<file path="src/rtl/uart_frame_tx.sv">
// Serial frame transmitter: sends HEADER followed by four latched payload bytes as 8N1, LSB first.
// Optional macro UART_TX_CHKSUM_EN appends a sixth byte holding the mod-256 sum of the payload.
module uart_frame_tx #(
  parameter int unsigned CLK_DIV = 434,
  parameter logic [7:0]  HEADER  = 8'hA5
) (
  input  logic       clk_50m,
  input  logic       rst,
  input  logic [7:0] DataTX_1,
  input  logic [7:0] DataTX_2,
  input  logic [7:0] DataTX_3,
  input  logic [7:0] DataTX_4,
  input  logic       EnTxData,
  output logic       TxD,
  output logic       busy,
  output logic       tx_done,
  output logic       ovr
);

`ifdef UART_TX_CHKSUM_EN
  localparam int unsigned NUM_BYTES = 6;
`else
  localparam int unsigned NUM_BYTES = 5;
`endif
  localparam int unsigned CNT_W = (CLK_DIV > 1) ? $clog2(CLK_DIV) : 1;
  localparam int unsigned IDX_W = $clog2(NUM_BYTES);
  localparam logic [CNT_W-1:0] CNT_LAST = CNT_W'(CLK_DIV - 1);
  localparam logic [IDX_W-1:0] IDX_LAST = IDX_W'(NUM_BYTES - 1);

  localparam logic [1:0] IDLE  = 2'd0;
  localparam logic [1:0] START = 2'd1;
  localparam logic [1:0] DATA  = 2'd2;
  localparam logic [1:0] STOP  = 2'd3;

  logic [1:0]                 state, state_nxt;
  logic [CNT_W-1:0]           cnt, cnt_nxt;
  logic [2:0]                 bit_idx, bit_nxt;
  logic [IDX_W-1:0]           byte_idx, byte_nxt;
  logic [NUM_BYTES-1:0][7:0]  frm, frm_nxt;
  logic                       txd_nxt, busy_nxt, tx_done_nxt, ovr_nxt;
  logic                       bit_end;

  assign bit_end = (cnt == CNT_LAST);

`ifdef UART_TX_CHKSUM_EN
  logic [7:0] chksum_c;
  assign chksum_c = DataTX_1 + DataTX_2 + DataTX_3 + DataTX_4;
`endif

  // Next-state logic; outputs are computed from the state being entered so they can be registered.
  always_comb begin
    state_nxt = state;
    cnt_nxt   = cnt + CNT_W'(1);
    bit_nxt   = bit_idx;
    byte_nxt  = byte_idx;
    frm_nxt   = frm;
    case (state)
      IDLE: begin
        cnt_nxt = '0;
        if (EnTxData) begin
          state_nxt  = START;
          byte_nxt   = '0;
          frm_nxt[0] = HEADER;
          frm_nxt[1] = DataTX_1;
          frm_nxt[2] = DataTX_2;
          frm_nxt[3] = DataTX_3;
          frm_nxt[4] = DataTX_4;
`ifdef UART_TX_CHKSUM_EN
          frm_nxt[5] = chksum_c;
`endif
        end
      end
      START: begin
        if (bit_end) begin
          state_nxt = DATA;
          cnt_nxt   = '0;
          bit_nxt   = '0;
        end
      end
      DATA: begin
        if (bit_end) begin
          cnt_nxt = '0;
          if (bit_idx == 3'd7) state_nxt = STOP;
          else                 bit_nxt   = bit_idx + 3'd1;
        end
      end
      STOP: begin
        if (bit_end) begin
          cnt_nxt = '0;
          if (byte_idx == IDX_LAST) begin
            state_nxt = IDLE;
          end else begin
            state_nxt = START;
            byte_nxt  = byte_idx + IDX_W'(1);
          end
        end
      end
      default: state_nxt = IDLE;
    endcase

    case (state_nxt)
      START:   txd_nxt = 1'b0;
      DATA:    txd_nxt = frm[byte_nxt][bit_nxt];
      default: txd_nxt = 1'b1;
    endcase
    busy_nxt    = (state_nxt != IDLE);
    tx_done_nxt = (state_nxt == STOP) && (cnt_nxt == CNT_LAST) && (byte_nxt == IDX_LAST);
    ovr_nxt     = EnTxData && busy;
  end

  always_ff @(posedge clk_50m or posedge rst) begin
    if (rst) begin
      state    <= IDLE;
      cnt      <= '0;
      bit_idx  <= '0;
      byte_idx <= '0;
      frm      <= '0;
      TxD      <= 1'b1;
      busy     <= 1'b0;
      tx_done  <= 1'b0;
      ovr      <= 1'b0;
    end else begin
      state    <= state_nxt;
      cnt      <= cnt_nxt;
      bit_idx  <= bit_nxt;
      byte_idx <= byte_nxt;
      frm      <= frm_nxt;
      TxD      <= txd_nxt;
      busy     <= busy_nxt;
      tx_done  <= tx_done_nxt;
      ovr      <= ovr_nxt;
    end
  end

endmodule

</file>
<file path="config.mk">
export PLATFORM = sky130hd
export DESIGN_NAME = uart_frame_tx
export DESIGN_NICKNAME = d
export VERILOG_FILES = /design/src/rtl/uart_frame_tx.sv
export SDC_FILE = /design/constraint.sdc
export NUM_CORES = 1
export LEC_CHECK = 0
export BUFFER_PORTS_ARGS = -buffer_cell sky130_fd_sc_hd__buf_4
export CAP_MARGIN = 20
export CORE_UTILIZATION = 50
export CTS_BUF_LIST = sky130_fd_sc_hd__clkbuf_2
export DETAILED_ROUTE_END_ITERATION = 8
export GPL_ROUTABILITY_DRIVEN = 0
export PLACE_DENSITY = 0.71
export SLEW_MARGIN = 10
export SYNTH_ARGS = -nofsm -noshare
export SYNTH_HDL_FRONTEND = slang
export SYNTH_SLANG_ARGS = --single-unit
</file>
<file path="constraint.sdc">
create_clock -name clk_50m -period 3.4 [get_ports clk_50m]
set_clock_uncertainty 0.05 [all_clocks]
set_input_delay 0.34 -clock clk_50m [delete_from_list [all_inputs] [get_ports clk_50m]]
set_output_delay 0.34 -clock clk_50m [all_outputs]
set_load 0.02 [all_outputs]
</file>
==> results.md <==
* Status: finished clean
* TritonRoute pass-1 iters at 4
* Vias in the first global route at 1,997
* Reg power frac at 0.505
* ANT cells at 0
* CP Capture Type: flip-flop
* Overall Power at 2.06 mW
* Die ar. at 5980 um2
* H-tree depth at 2
* CTS tree: built
* Crit Path Category: flip-flop to flip-flop
* Sw Pwr at 727 uW
* Worst-Margin Slew at 0.632 ns
* Antenna violations before repair at 0
* Yosys warnings at 0
* Worst hold path type: input port to flip-flop
* Comb power frac at 0.383
* Slew headroom at 0.575
* Num CTS Buffers at 5
* Syn Std Cell Area at 2840 um2
* Crit path time final at 3.01 ns
* # fillers at 485
* DRC at 0
* RSZ-0062 raised after global routing: no
* Number of synthesized flops with an enable pin at 0
* Mapped Avg Cell Area at 11.2 um2
* Leak at 1.45 nW
* Die X-Extent at 77.3 um
* Syn Inst Count at 253
* Final setup fails at 0
* Rows at 27
* Critical Path RT at 3.71 ns
* Peak supply drop at 324 uV
* Cell Pwr Density at 636 nW/um2
* Commonest non-fill, non-tap cell in the layout: dfrtp_1
* Largest net degree at the start of global routing at 34
* Synth-to-Final Area Change at 14.0%
* Routed len/inst at 15.0 um
* Post-Syn Nets at 298
* Startpoint Class: flip-flop
* IO Port Bufs at 38
* Clk Latency, worst-skew pair at 0.42 ns
* Layout cells sized above 1 at 0.321
* Clk sinks at 54
* Reg clk slew, reported paths at 0.23 ns
* Initial Util at 0.519
* Tot GR Track Use at 0.198
* Core area at 5470 um2
* Synth Flop Type: dfrtp_1
* Starting DRT DRC Count at 119
* HPWL after DPL at 4190 um
* Clk pwr share at 0.112
* Arr. time, crit path at 3.32 ns
* Fmax at 332 MHz
* #FFs+latches synth at 54
* Ports at 39
* Vias per cell at 5.59
* Antenna-violating nets left at 0
* Internal power at 1.33 mW
* Post-synth ARST share at 1.00
* Crit path max fanout at 5
* Final WL at 5480 um
* Layout Nets at 338
* Max_cap viols at 0
* CTS resizes at 0
* Remaining global-route overflow at 0
* Final Hold Vio Count at 0
* CTS root buf: clkbuf_2
* First-pass GRT wire length at 9280 um
* Setup_tns at 0 ns
* Sw Share at 0.354
* Most frequent cells in the layout: 53 x dfrtp_1, 40 x buf_4, 32 x mux2_2
* Final Slew Violations at 0
* Crit share post-route at 0.886
* Via Count at 2,039
* CTS Buffer Depth at 2
* Netlist cell types at 54
* Sequential fraction of the synthesis area at 0.477
* Die Span Y at 77.3 um
[stage by stage]
stage / instance area (um2) / setup slack (ns) / util / hold WS [ns] / instances
3_5_place_dp: 3190 / 0.466 / 0.583 / 0.386 / 357
2_1_floorplan: 2840 / 0.730 / - / 0.413 / 253
5_1_grt: 3240 / 0.164 / 0.591 / 0.0350 / 365
4_1_cts: 3240 / 0.428 / 0.591 / 0.0585 / 365
6_report: 3240 / 0.389 / 0.591 / 0.0790 / 365
3_3_place_gp: 3170 / 0.519 / 0.579 / 0.413 / 356
[cell usage after synthesis, types with 3 or more instances]
cell / count / area, um2
dfrtp_1: 53 / 1330
mux2_2: 32 / 360
nand2_1: 19 / 71.3
nor2_1: 16 / 60.1
inv_1: 13 / 48.8
mux2i_1: 11 / 110
a21oi_1: 10 / 50.1
ha_1: 10 / 125
nor3_1: 7 / 35.0
nand3_1: 6 / 30.0
o21ai_0: 6 / 30.0
and2_1: 4 / 25.0
a211oi_1: 3 / 22.5
a22oi_1: 3 / 22.5
a31oi_1: 3 / 18.8
buf_1: 3 / 11.3
buf_6: 3 / 33.8
xnor2_1: 3 / 26.3
xor2_1: 3 / 26.3
[sequential cells by signal, indices dropped and copies added (netlist names)]
signal and cells:
TxD 1, bit_idx 3, busy 1, byte_idx 3
cnt 9, frm 33, ovr 1, state 2
tx_done 1
[metal layers]
layer,share of wire,vias to the layer above,track usage
met1,0.47,996,0.267
met5,0,-,0
met4,0.017,0,0.0679
met2,0.48,35,0.320
met3,0.035,9,0.0365
li1,-,999,-
[final timing paths]
path / startpoint / to / slack (ns) / cells after the start
min reg2reg: busy$_DFF_PP0_ / ovr$_DFF_PP0_ / 0.47 / 1
max in group asynchronous: rst / frm[13]$_DFFE_PP0P_ / 2.31 / 4
min: DataTX_3[4] / frm[28]$_DFFE_PP0P_ / 0.08 / 2
max reg2reg: state[0]$_DFF_PP0_ / TxD$_DFF_PP1_ / 0.39 / 11
max: state[0]$_DFF_PP0_ / TxD$_DFF_PP1_ / 0.39 / 11
min in group asynchronous: rst / cnt[1]$_DFF_PP0_ / 0.45 / 3
[area by class of cell]
type / instances / area (um2) / area share
flip-flops and latches: 54 / 1350 / 0.418
multi-input cells: 175 / 1370 / 0.424
inverters: 15 / 56.3 / 0.0174
clock buffers: 7 / 35.0 / 0.0108
repair buffers: 42 / 330 / 0.102
well taps: 72 / 90.1 / 0.0278
[power by group through the flow]
| stage | registers [mW] | logic (mW) | clock network, mW |
|---|---|---|---|
| after floorplan | 1.01 | 0.595 | 0 |
| after global routing | 1.07 | 0.876 | 0.265 |
| after global placement | 1.05 | 0.758 | 0 |
| after CTS | 1.04 | 0.790 | 0.243 |
| after detailed placement | 1.06 | 0.787 | 0 |
| final | 1.04 | 0.788 | 0.231 |
[repair_timing]
| action | CTS | global route |
|---|---|---|
| buffers inserted | 0 | 0 |
| hold buffers | 1 | 0 |
| hold endpoints to repair | 24 | 0 |
[critical path: stages (launching register included)]
cell and delay, ns:
dfrtp_1 0.46, inv_1 0.16, ha_1 0.25, nor2b_1 0.31
nor2_1 0.12, a311oi_1 0.53, nor3_1 0.11, a2111oi_1 0.38
a211o_1 0.16, a211oi_2 0.06, o32ai_1 0.27, a31oi_1 0.07
[logic make-up after synthesis]
group / after synthesis / synth area share
adder cells (fa/ha/maj): 10 / 0.0441
AND/OR/NAND/NOR: 68 / 0.130
AO/OA/AOI/OAI: 48 / 0.125
buffers and inverters: 24 / 0.0401
XOR/XNOR: 6 / 0.0185
flip-flops: 54 / 0.477
multiplexers: 43 / 0.166
Note: power is estimated with default switching activity, not from simulation.
